==> src/rtl/clk_meter_pkg.sv <==
// Shared types and constants for the divided-clock ratio meter.
package clk_meter_pkg;

    localparam int unsigned CNT_WIDTH_DEF = 8;
    localparam logic [CNT_WIDTH_DEF-1:0] CNT_MAX = '1;

    typedef enum logic [1:0] {
        IDLE,
        ARM,
        MEAS,
        DONE
    } meter_state_t;

endpackage

==> src/rtl/sync_edge_det.sv <==
// Two-flop synchronizer with a registered copy; flags rising edges of the synchronized level.
module sync_edge_det (
    input  logic clk,
    input  logic rst,
    input  logic din,
    output logic level,
    output logic rise
);

    logic meta;
    logic sync;
    logic prev;

    always_ff @(posedge clk or posedge rst) begin
        if (rst) begin
            meta <= 1'b0;
            sync <= 1'b0;
            prev <= 1'b0;
        end else begin
            meta <= din;
            sync <= meta;
            prev <= sync;
        end
    end

    assign level = sync;
    assign rise  = sync & ~prev;

endmodule

==> src/rtl/clk_ratio_meter.sv <==
// Measures period and high time of a divided clock in reference cycles and checks the period
// against an expected divide ratio; counter saturation ends a measurement as a timeout.
module clk_ratio_meter
    import clk_meter_pkg::*;
#(
    parameter int unsigned CNT_WIDTH = CNT_WIDTH_DEF
) (
    input  logic                 i_ref_clk,
    input  logic                 i_rst,
    input  logic                 i_meas_clk,
    input  logic                 i_start,
    input  logic [CNT_WIDTH-1:0] i_exp_ratio,
    output logic                 o_busy,
    output logic                 o_valid,
    output logic [CNT_WIDTH-1:0] o_period,
    output logic [CNT_WIDTH-1:0] o_high,
    output logic                 o_match,
    output logic                 o_timeout
);

    localparam logic [CNT_WIDTH-1:0] CNT_SAT = '1;

    meter_state_t         state;
    meter_state_t         state_nxt;
    logic [CNT_WIDTH-1:0] cnt;
    logic [CNT_WIDTH-1:0] high_cnt;
    logic [CNT_WIDTH-1:0] exp_ratio;
    logic                 level;
    logic                 rise;
    logic                 meas_done;
    logic                 meas_tmo;

    sync_edge_det u_sync (
        .clk   (i_ref_clk),
        .rst   (i_rst),
        .din   (i_meas_clk),
        .level (level),
        .rise  (rise)
    );

    always_ff @(posedge i_ref_clk or posedge i_rst) begin
        if (i_rst) begin
            state <= IDLE;
        end else begin
            state <= state_nxt;
        end
    end

    always_comb begin
        state_nxt = state;
        meas_done = 1'b0;
        meas_tmo  = 1'b0;
        case (state)
            IDLE: begin
                if (i_start) begin
                    state_nxt = ARM;
                end
            end
            ARM: begin
                if (rise) begin
                    state_nxt = MEAS;
                end else if (cnt == CNT_SAT) begin
                    meas_tmo  = 1'b1;
                    state_nxt = DONE;
                end
            end
            MEAS: begin
                if (rise) begin
                    meas_done = 1'b1;
                    state_nxt = DONE;
                end else if (cnt == CNT_SAT) begin
                    meas_tmo  = 1'b1;
                    state_nxt = DONE;
                end
            end
            DONE: begin
                state_nxt = IDLE;
            end
            default: begin
                state_nxt = IDLE;
            end
        endcase
    end

    // high_cnt never exceeds cnt, so only cnt needs the saturation guard.
    always_ff @(posedge i_ref_clk or posedge i_rst) begin
        if (i_rst) begin
            cnt       <= '0;
            high_cnt  <= '0;
            exp_ratio <= '0;
        end else begin
            case (state)
                IDLE: begin
                    if (i_start) begin
                        exp_ratio <= i_exp_ratio;
                        cnt       <= '0;
                        high_cnt  <= '0;
                    end
                end
                ARM: begin
                    if (rise) begin
                        cnt      <= CNT_WIDTH'(1);
                        high_cnt <= CNT_WIDTH'(1);
                    end else if (cnt != CNT_SAT) begin
                        cnt <= cnt + 1'b1;
                    end
                end
                MEAS: begin
                    if (!rise && cnt != CNT_SAT) begin
                        cnt <= cnt + 1'b1;
                        if (level) begin
                            high_cnt <= high_cnt + 1'b1;
                        end
                    end
                end
                default: begin
                end
            endcase
        end
    end

    always_ff @(posedge i_ref_clk or posedge i_rst) begin
        if (i_rst) begin
            o_busy    <= 1'b0;
            o_valid   <= 1'b0;
            o_period  <= '0;
            o_high    <= '0;
            o_match   <= 1'b0;
            o_timeout <= 1'b0;
        end else begin
            o_busy  <= (state_nxt == ARM) || (state_nxt == MEAS);
            o_valid <= meas_done || meas_tmo;
            if (meas_done) begin
                o_period  <= cnt;
                o_high    <= high_cnt;
                o_match   <= (cnt == exp_ratio);
                o_timeout <= 1'b0;
            end else if (meas_tmo) begin
                o_period  <= '0;
                o_high    <= '0;
                o_match   <= 1'b0;
                o_timeout <= 1'b1;
            end
        end
    end

endmodule

==> config.mk <==
export PLATFORM = sky130hd
export DESIGN_NAME = clk_ratio_meter
export DESIGN_NICKNAME = d
export VERILOG_FILES = /design/src/rtl/clk_meter_pkg.sv /design/src/rtl/sync_edge_det.sv /design/src/rtl/clk_ratio_meter.sv
export SDC_FILE = /design/constraint.sdc
export NUM_CORES = 1
export LEC_CHECK = 0
export BUFFER_PORTS_ARGS = -buffer_cell sky130_fd_sc_hd__clkbuf_2
export CORE_MARGIN = 4
export CORE_UTILIZATION = 56
export CTS_CLUSTER_SIZE = 10
export DETAILED_ROUTE_END_ITERATION = 16
export PLACE_DENSITY_LB_ADDON = 0.15
export SLEW_MARGIN = 20
export SYNTH_ARGS = -nofsm -noshare
export SYNTH_HDL_FRONTEND = slang
export SYNTH_SLANG_ARGS = --single-unit
==> constraint.sdc <==
create_clock -name i_ref_clk -period 2.66 [get_ports i_ref_clk]
set_input_delay 0.399 -clock i_ref_clk [delete_from_list [all_inputs] [get_ports i_ref_clk]]
set_output_delay 0.399 -clock i_ref_clk [all_outputs]
set_load 0.005 [all_outputs]
Yosys cells after proc, flatten, opt, wreduce, memory -nomap -nowiden

Cells that the tools add are included.

Word-level logic and storage cells: 67
Flip-flop bits (word level): 49
Bits of input ports: 12

Reduce and logical (&&, ||, !) cells: 11
Add/subtract/negate cells: 2
Muxes and demuxes: 26
Bitwise gates (word level): 2
Equality and inequality tests: 13

Operators by type and width:

| operator                                                        | count |
|---|---|
| 8-bit 2-to-1 mux                                                | 10 |
| 8-bit case mux with 3 select lines                              | 2 |
| 8-bit by 1-bit adder with 8-bit output, second input constant   | 2 |
| 1-bit 2-to-1 mux                                                | 9 |
| 8-bit == test                                                   | 1 |
| 8-bit == test, second input constant                            | 1 |
| 2-bit 2-to-1 mux                                                | 4 |
| 8-bit != test, second input constant                            | 1 |
| 2-bit case mux with 4 select lines                              | 1 |
| 2-bit == test, second input constant                            | 3 |
| 2-bit != test, second input constant                            | 3 |
| 5-bit AND reduction                                             | 1 |
| 2-bit by 1-bit == test with 1-bit output, second input constant | 2 |
| 4-bit AND reduction                                             | 1 |
| 3-bit != test, second input constant                            | 1 |
| 3-bit nonzero test                                              | 1 |
| 2-bit logical NOT                                               | 1 |
| 1-bit logical OR                                                | 2 |
| 2-bit by 1-bit != test with 1-bit output, second input constant | 1 |
| 2-bit AND reduction                                             | 1 |
| 2-bit nonzero test                                              | 1 |
| 2-bit OR reduction                                              | 1 |
| 1-bit bitwise AND                                               | 1 |
| 1-bit logical AND                                               | 1 |
| 2 further kinds                                                 | 2 |

Depth between registers and ports, before layout

Gate-level depths: netlist of run 1.

Depth in word-level cells: 6
Gate-level depth with buffers: 9
Mapped depth without buffers: 7

Modules after synthesis

From an unflattened synthesis of run 1, not the netlist that was laid out.

Cell total of the unflattened synthesis: 224
Area, all modules: 2,532.4 µm²

By module, submodules not included:

| module          | area an instance (µm²) | cells an instance | times used |
|---|---|---|---|
| clk_ratio_meter | 2,439.8                | 219               | 1 |
| sync_edge_det   | 92.6                   | 5                 | 1 |

Worst setup path before layout of run 1

OpenSTA, ideal clock, no wires.

Path type: flip-flop to flip-flop
From: register state[0]
To: register high_cnt[6]
Stages on the path, launching flop included: 8
Slack: 557 ps
Data arrival time: 2,034 ps
Period minus slack after synthesis: 2,103 ps
Data required time: 2,591 ps
Cells stage by stage: dfrtp_1 > inv_1 > ha_1 > nor2b_1 > or2_4 > a2111o_1 > or4_1 > nand3_1

Word-level cells in the longest chain between the ends: 3

RTL lines:

| item                                                                             | RTL line               | text |
|---|---|---|
| from (decl)                                                                      | clk_ratio_meter.sv:23  | `meter_state_t state;` |
| from (signal assigned)                                                           | clk_ratio_meter.sv:45  | `state <= state_nxt;` |
| 2-bit == test, or another cell as far along                                      | clk_ratio_meter.sv:92  | `case (state)` |
| 2-bit by 1-bit != test with 1-bit output (no line), or another cell as far along | --                     |  |
| 5-bit AND reduction (no line)                                                    | --                     |  |
| to (signal assigned)                                                             | clk_ratio_meter.sv:112 | `high_cnt <= high_cnt + 1'b1;` |
| to (decl)                                                                        | clk_ratio_meter.sv:26  | `logic [CNT_WIDTH-1:0] high_cnt;` |

Parallel ways exist; a longest one is shown, timed or not.
A chain may end at the register's enable or synchronous reset.

Worst setup path after layout of run 1

From: register state[0]
To: register high_cnt[7]

The elaborated chain is that of the path after synthesis.

==> impl_metrics.yaml, run 1 <==
status:
  status: "finished clean"
cts:
  cts_setup_buffers: 0
  htree_levels: 2
  worstSkewPairLatency_ps: 300
  numCtsBuffers: 5
  cts-root-buf: "clkbuf_8"
  cts_resized: 0
  clk_pin_slew_worst_paths_ps: 90
  cts_sinks: 49
  cts_hold_buf: 0
  clk_path_buf_depth: 2
  cts_tree: "done"
finish:
  antenna_cells: 0
  fillers: 328
  regArea_mm2: 0.00123
  layout_commonest_cell: "dfrtp_1"
  area_growth_pct: 13.0
  layout_common_cells: "dfrtp_1, clkbuf_2, a22o_1"
  drive_gt1_share_pct: 22.9
  fin_nets: 264
  multiInputGateArea_mm2: 0.00101
critical_path:
  worst-path-buf-inv: 1
  critPathKind: "flop to flop"
  crit_chain: "inv_1, ha_1, nor2b_1, or2_4, a2111o_1, or4_1, nand3_1"
  critPathTopFamily: "simple AND/OR/NAND/NOR gates"
  critPathMaxStageDelay_ps: 560
  critPathLaunchType: "flop"
  cp.arrival_ps: 2660
  cp_data_required_time_ps: 2900
  endpoint_kind: "flop"
  crit_slowest_cell: "a2111o_1"
  worstPathMaxFanout: 13
synth:
  synth_seq_cells: 49
  ys_types: 42
  synthArstFlopShare_pct: 100
  ys.flop_type: "dfrtp_1"
  synth.top_cell.area_share_pct: 53.4
  ys_seq_area_share_pct: 53.4
  synth.area.top_cells: "dfrtp_1, a22o_1, ha_1"
  avgSynthCellArea_um2: 10.9
  synth-edff-count: 0
  syn_nets: 231
  syn_inst: 211
  netlist_area_mm2: 0.00230
  yosysWarnings: 0
  synth_top_area_cell: "dfrtp_1"
routing:
  drc: 0
  vias: 1740
  drt_iter0_drc: 128
  drtPass1Iterations: 8
  routed_via_density: 5.90
  drt_wl_total_um: 4680
  ant_nets: 0
  routedWlPerCell_um: 15.8
sta:
  period_share_pct: 91.0
  tightest_slew_ps: 758
  slew_headroom_pct: 49.3
  setup-tns-final_ps: 0
  fmax_mhz: 413
  setup-violations-final: 0
  finalCriticalPeriod_ps: 2420
  hold_viol: 0
  rsz0062_at_grt: "no"
  maxSlewViolCount: 0
  clock-skew-final_ps: 5.88
  worst_slack_ps: 240
placement:
  dpl.hpwl_um: 3360
  pre_cts_slack_ps: 261
  place.gp.congestion: 0.795
  numPortBuffers: 31
power_and_ir_drop:
  swShare_pct: 35.5
  power.share.clock_pct: 21.2
  p_comb_share_pct: 32.3
  p_seq_share_pct: 46.4
  p_leak_nw: 1.25
  intPower_mw: 1.35
  total_power_mw: 2.10
  p_per_area_mw_per_mm2: 808
  ir_drop_mv: 0.512
  p_sw_mw: 0.744
flow_run:
  cap_viol_max_count: 0
global_route:
  grt_max_degree: 29
  grt_pass1_wl_um: 7890
  overflow: 0
  track_usage_pct: 19.5
  antenna_found_initial: 0
  grt_pass1_vias: 1691
die:
  die_y_um: 72.1
  die_w_um: 72.1
  io_pins: 32
  core_area_mm2: 0.00397
  start_util_pct: 57.8
  row_count: 23
  die_area_mm2: 0.00519
worst_hold_path:
  hold_class: "input pin to async pin"
## area by class of cell
class	instances	area share [%]
repair buffers	35	7.14
well taps	50	2.41
inverters	6	0.868
clock buffers	5	2.65
multi-input cells	147	38.8
flip-flops and latches	49	47.3
clock inverters	3	0.868
## synthesized netlist by cell type, types with 2 or more instances
library cell and number:
a21oi_1 4, a22o_1 16, a31oi_1 2, and3_1 4, buf_2 5, clkbuf_1 2
dfrtp_1 49, ha_1 8, inv_1 5, mux2_2 8, nand2_1 15, nand2b_1 4
nand3_1 10, nand4_1 3, nor2_1 13, nor2b_1 4, nor3_1 3, nor4_1 2
o211ai_1 2, o21ai_0 6, o21ai_1 10, o31ai_1 4, or4_1 2, xnor2_1 5
xor2_1 8
## power groups by stage
stage / registers [mW] / clock network [mW] / logic [mW]
global route: 0.993 / 0.480 / 0.751
global placement: 0.981 / 0 / 0.663
detailed placement: 0.990 / 0 / 0.678
finish: 0.974 / 0.445 / 0.678
floorplan: 0.969 / 0 / 0.514
CTS: 0.974 / 0.451 / 0.684
## sequential cells by signal, indices dropped and copies added, names as in the netlist
| register | count |
|---|---|
| o_valid | 1 |
| exp_ratio | 8 |
| u_sync.meta | 1 |
| o_match | 1 |
| cnt | 8 |
| o_busy | 1 |
| u_sync.prev | 1 |
| state | 2 |
| o_timeout | 1 |
| o_period | 8 |
| o_high | 8 |
| u_sync.level | 1 |
| high_cnt | 8 |
## metrics by stage
step	instance area, um2	std cells	util (%)	hold slack, ps
6_report	2590	295	65.3	71.7
5_1_grt	2590	295	65.3	99.8
4_1_cts	2590	295	65.3	96.1
3_5_place_dp	2500	287	63.0	336
3_3_place_gp	2500	287	63.0	336
2_1_floorplan	2300	211	-	331
## worst register-to-register path, delay by kind of cell (launching register included)
family | cells | cell delay [ps]
AND/OR/NAND/NOR | 4 | 1060
AO/OA/AOI/OAI | 1 | 570
flip-flops | 1 | 410
adder cells (fa/ha/maj) | 1 | 220
buffers and inverters | 1 | 110
## worst paths after layout
| kind | start | end | slack, ps | depth (start not counted) |
|---|---|---|---|---|
| worst max register to register | state[0]$_DFF_PP0_ | high_cnt[7]$_DFFE_PP0P_ | 240 | 7 |
| min in group i_ref_clk | i_meas_clk | u_sync.meta$_DFF_PP0_ | 200 | 1 |
| max in group asynchronous | i_rst | cnt[0]$_DFFE_PP0P_ | 1870 | 3 |
| worst max-delay path | state[0]$_DFF_PP0_ | high_cnt[7]$_DFFE_PP0P_ | 240 | 7 |
| worst min-delay path | i_rst | o_period[2]$_DFFE_PP0P_ | 70 | 2 |
| worst min register to register | u_sync.meta$_DFF_PP0_ | u_sync.level$_DFF_PP0_ | 350 | 0 |
## routing by layer
metal / up-vias / part of all wire [%] / GRT usage, %
met5: - / 0 / 0
met4: 0 / 0.90 / 4.59
met3: 5 / 3.6 / 4.71
met2: 33 / 49 / 32.4
met1: 880 / 46 / 26.0
li1: 822 / - / -
## kinds of logic after synthesis
| family | share of synthesized area (%) |
|---|---|
| simple gates | 13.9 |
| compound gates | 16.7 |
| flops | 53.4 |
| buf+inv | 2.78 |
| xor+xnor | 4.96 |
| mux | 3.92 |
| fa+ha+maj | 4.36 |
Note: power is estimated with default switching activity, not from simulation.
==> inputs of run 2 (changes only) <==
--- a/config.mk
+++ b/config.mk
@@ -5,9 +5,10 @@
 export SDC_FILE = /design/constraint.sdc
 export NUM_CORES = 1
 export LEC_CHECK = 0
+export ABC_AREA = 1
 export BUFFER_PORTS_ARGS = -buffer_cell sky130_fd_sc_hd__clkbuf_2
 export CORE_MARGIN = 4
-export CORE_UTILIZATION = 56
+export CORE_UTILIZATION = 58
 export CTS_CLUSTER_SIZE = 10
 export DETAILED_ROUTE_END_ITERATION = 16
 export PLACE_DENSITY_LB_ADDON = 0.15
==> impl_metrics.yaml, run 2 <==
status:
  status: "finished clean"
die:
  start_util_pct: 60.6
  row_count: 24
  die_area_mm2: 0.00576
  io_pins: 32
  die_w_um: 75.9
  die_y_um: 75.9
  core_area_mm2: 0.00441
sta:
  setup-tns-final_ps: 0
  tightest_slew_ps: 624
  rsz0062_at_grt: "no"
  period_share_pct: 77.7
  fmax_mhz: 484
  maxSlewViolCount: 0
  clock-skew-final_ps: 6.85
  slew_headroom_pct: 58.4
  finalCriticalPeriod_ps: 2070
  setup-violations-final: 0
  hold_viol: 0
critical_path:
  critPathLaunchType: "flop"
  worstPathMaxFanout: 13
  crit_chain: "ha_1, nand2_2, nor2_4, nand2_2, nand2_2, nand2_4, nand2_4, nor2_4, clkinv_1, nand2_1, nand2_2"
  cpMostUsedCell: "nand2_2"
  cp.arrival_ps: 2270
  cp_data_required_time_ps: 2860
  crit_slowest_cell: "dfrtp_1"
  endpoint_kind: "flop"
  critPathMaxStageDelay_ps: 470
  critPathKind: "flop to flop"
finish:
  stdcell_count: 397
  layout_commonest_cell: "nand2_1"
  fillers: 394
  multiInputGateArea_mm2: 0.00122
  area_growth_pct: 8.98
  regArea_mm2: 0.00123
  fin_nets: 364
  antenna_cells: 0
  layout_common_cells: "nand2_1, dfrtp_1, inv_1"
  drive_gt1_share_pct: 24.3
routing:
  drt_iter0_drc: 111
  ant_nets: 0
  top_layer: "met4"
  drtPass1Iterations: 4
  dr_wl_met3_um: 293
  routed_via_density: 5.30
  dr_wl_met2_um: 2350
  drt_wl_total_um: 5270
  drc: 0
  vias: 2106
  routedWlPerCell_um: 13.3
  m1WireLength_um: 2550
synth:
  ys_types: 37
  synth-edff-count: 0
  synth_seq_cells: 49
  synthArstFlopShare_pct: 100
  synth_most_common_cell: "nand2_1"
  synthTopCellsByCount: "nand2_1, dfrtp_1, inv_1, nand3_1, nor2_1"
  synth.top_cell.area_share_pct: 45.8
  netlist_area_mm2: 0.00268
  synth_top_area_cell: "dfrtp_1"
  ys_seq_area_share_pct: 45.8
  syn_nets: 333
  ys.flop_type: "dfrtp_1"
  avgSynthCellArea_um2: 8.55
  yosysWarnings: 0
  syn_inst: 313
  synth.area.top_cells: "dfrtp_1, nand2_1, inv_1"
global_route:
  grt_pass1_vias: 1986
  track_usage_pct: 19.5
  grt_pass1_wl_um: 9400
  grt_max_degree: 50
  antenna_found_initial: 0
  overflow: 0
cts:
  clk_pin_slew_worst_paths_ps: 80
  numCtsBuffers: 5
  cts_hold_buf: 0
  cts_resized: 0
  clk_path_buf_depth: 2
  cts_sinks: 49
  cts-root-buf: "clkbuf_8"
  cts_tree: "done"
  worstSkewPairLatency_ps: 300
  htree_levels: 2
  cts_setup_buffers: 0
placement:
  dpl.hpwl_um: 3900
  place.gp.congestion: 0.883
  dp_cells: 389
  numPortBuffers: 31
power_and_ir_drop:
  p_per_area_mw_per_mm2: 703
  ir_drop_mv: 0.410
  p_leak_nw: 1.48
worst_hold_path:
  hold_class: "input pin to flop"
flow_run:
  cap_viol_max_count: 0
[run 2: cells by family after synthesis]
logic type                 Yosys count  synth area share [%]
adders and majority gates            8                  3.74
buffers and inverters               48                  8.51
AOI/OAI and AO/OA                   43                  10.1
muxes                                3                  1.26
DFF                                 49                  45.8
xor gates and xnor gates             5                  1.64
and+or+nand+nor                    157                  29.0
[run 2: area by class of cell]
cell class	count	area share, %
flip-flops and latches	49	42.1
clock inverters	2	0.343
inverters	38	4.89
clock buffers	6	2.49
multi-input cells	216	41.9
well taps	52	2.23
repair buffers	34	6.09
[run 2: path summary, 6_finish.rpt]
kind	endpoint	startpoint	slack, ps	depth (start not counted)
max reg2reg	cnt[7]$_DFFE_PP0P_	cnt[0]$_DFFE_PP0P_	590	11
max	cnt[7]$_DFFE_PP0P_	cnt[0]$_DFFE_PP0P_	590	11
min	u_sync.meta$_DFF_PP0_	i_meas_clk	200	1
min reg2reg	u_sync.level$_DFF_PP0_	u_sync.meta$_DFF_PP0_	360	0
max in group asynchronous	cnt[6]$_DFFE_PP0P_	i_rst	2000	3
min in group asynchronous	o_period[0]$_DFFE_PP0P_	i_rst	220	3
[run 2: per-stage QoR]
stage / area, um2 / hold WS, ps / total power, mW / setup slack, ps / util (%)
6_report: 2920 / 201 / 2.05 / 594 / 66.0
5_1_grt: 2920 / 199 / 2.21 / 424 / 66.0
4_1_cts: 2920 / 194 / 2.07 / 600 / 66.0
3_5_place_dp: 2830 / 341 / 1.64 / 604 / 64.2
3_3_place_gp: 2830 / 336 / 1.63 / 652 / 64.2
2_1_floorplan: 2680 / 331 / 1.53 / 1030 / -
[run 2: layer usage]
metal | global-route usage [%] | up-vias
li1 | - | 1072
met1 | 28.1 | 970
met2 | 29.7 | 57
met3 | 3.32 | 7
met4 | 6.41 | 0
met5 | 0 | -
[run 2: where the power goes]
| part | internal [mW] | switching [mW] | total, mW |
|---|---|---|---|
| sequential | 0.854 | 0.0786 | 0.932 |
| combinational | 0.228 | 0.463 | 0.691 |
| clock | 0.183 | 0.243 | 0.425 |
| total | 1.26 | 0.784 | 2.05 |
[run 2: worst max-delay path, delay by kind of cell, from the launching register on]
| family | cells | cell delay [ps] |
|---|---|---|
| buffers and inverters | 1 | 220 |
| and+or+nand+nor | 9 | 1000 |
| adders and majority gates | 1 | 270 |
| DFF | 1 | 470 |
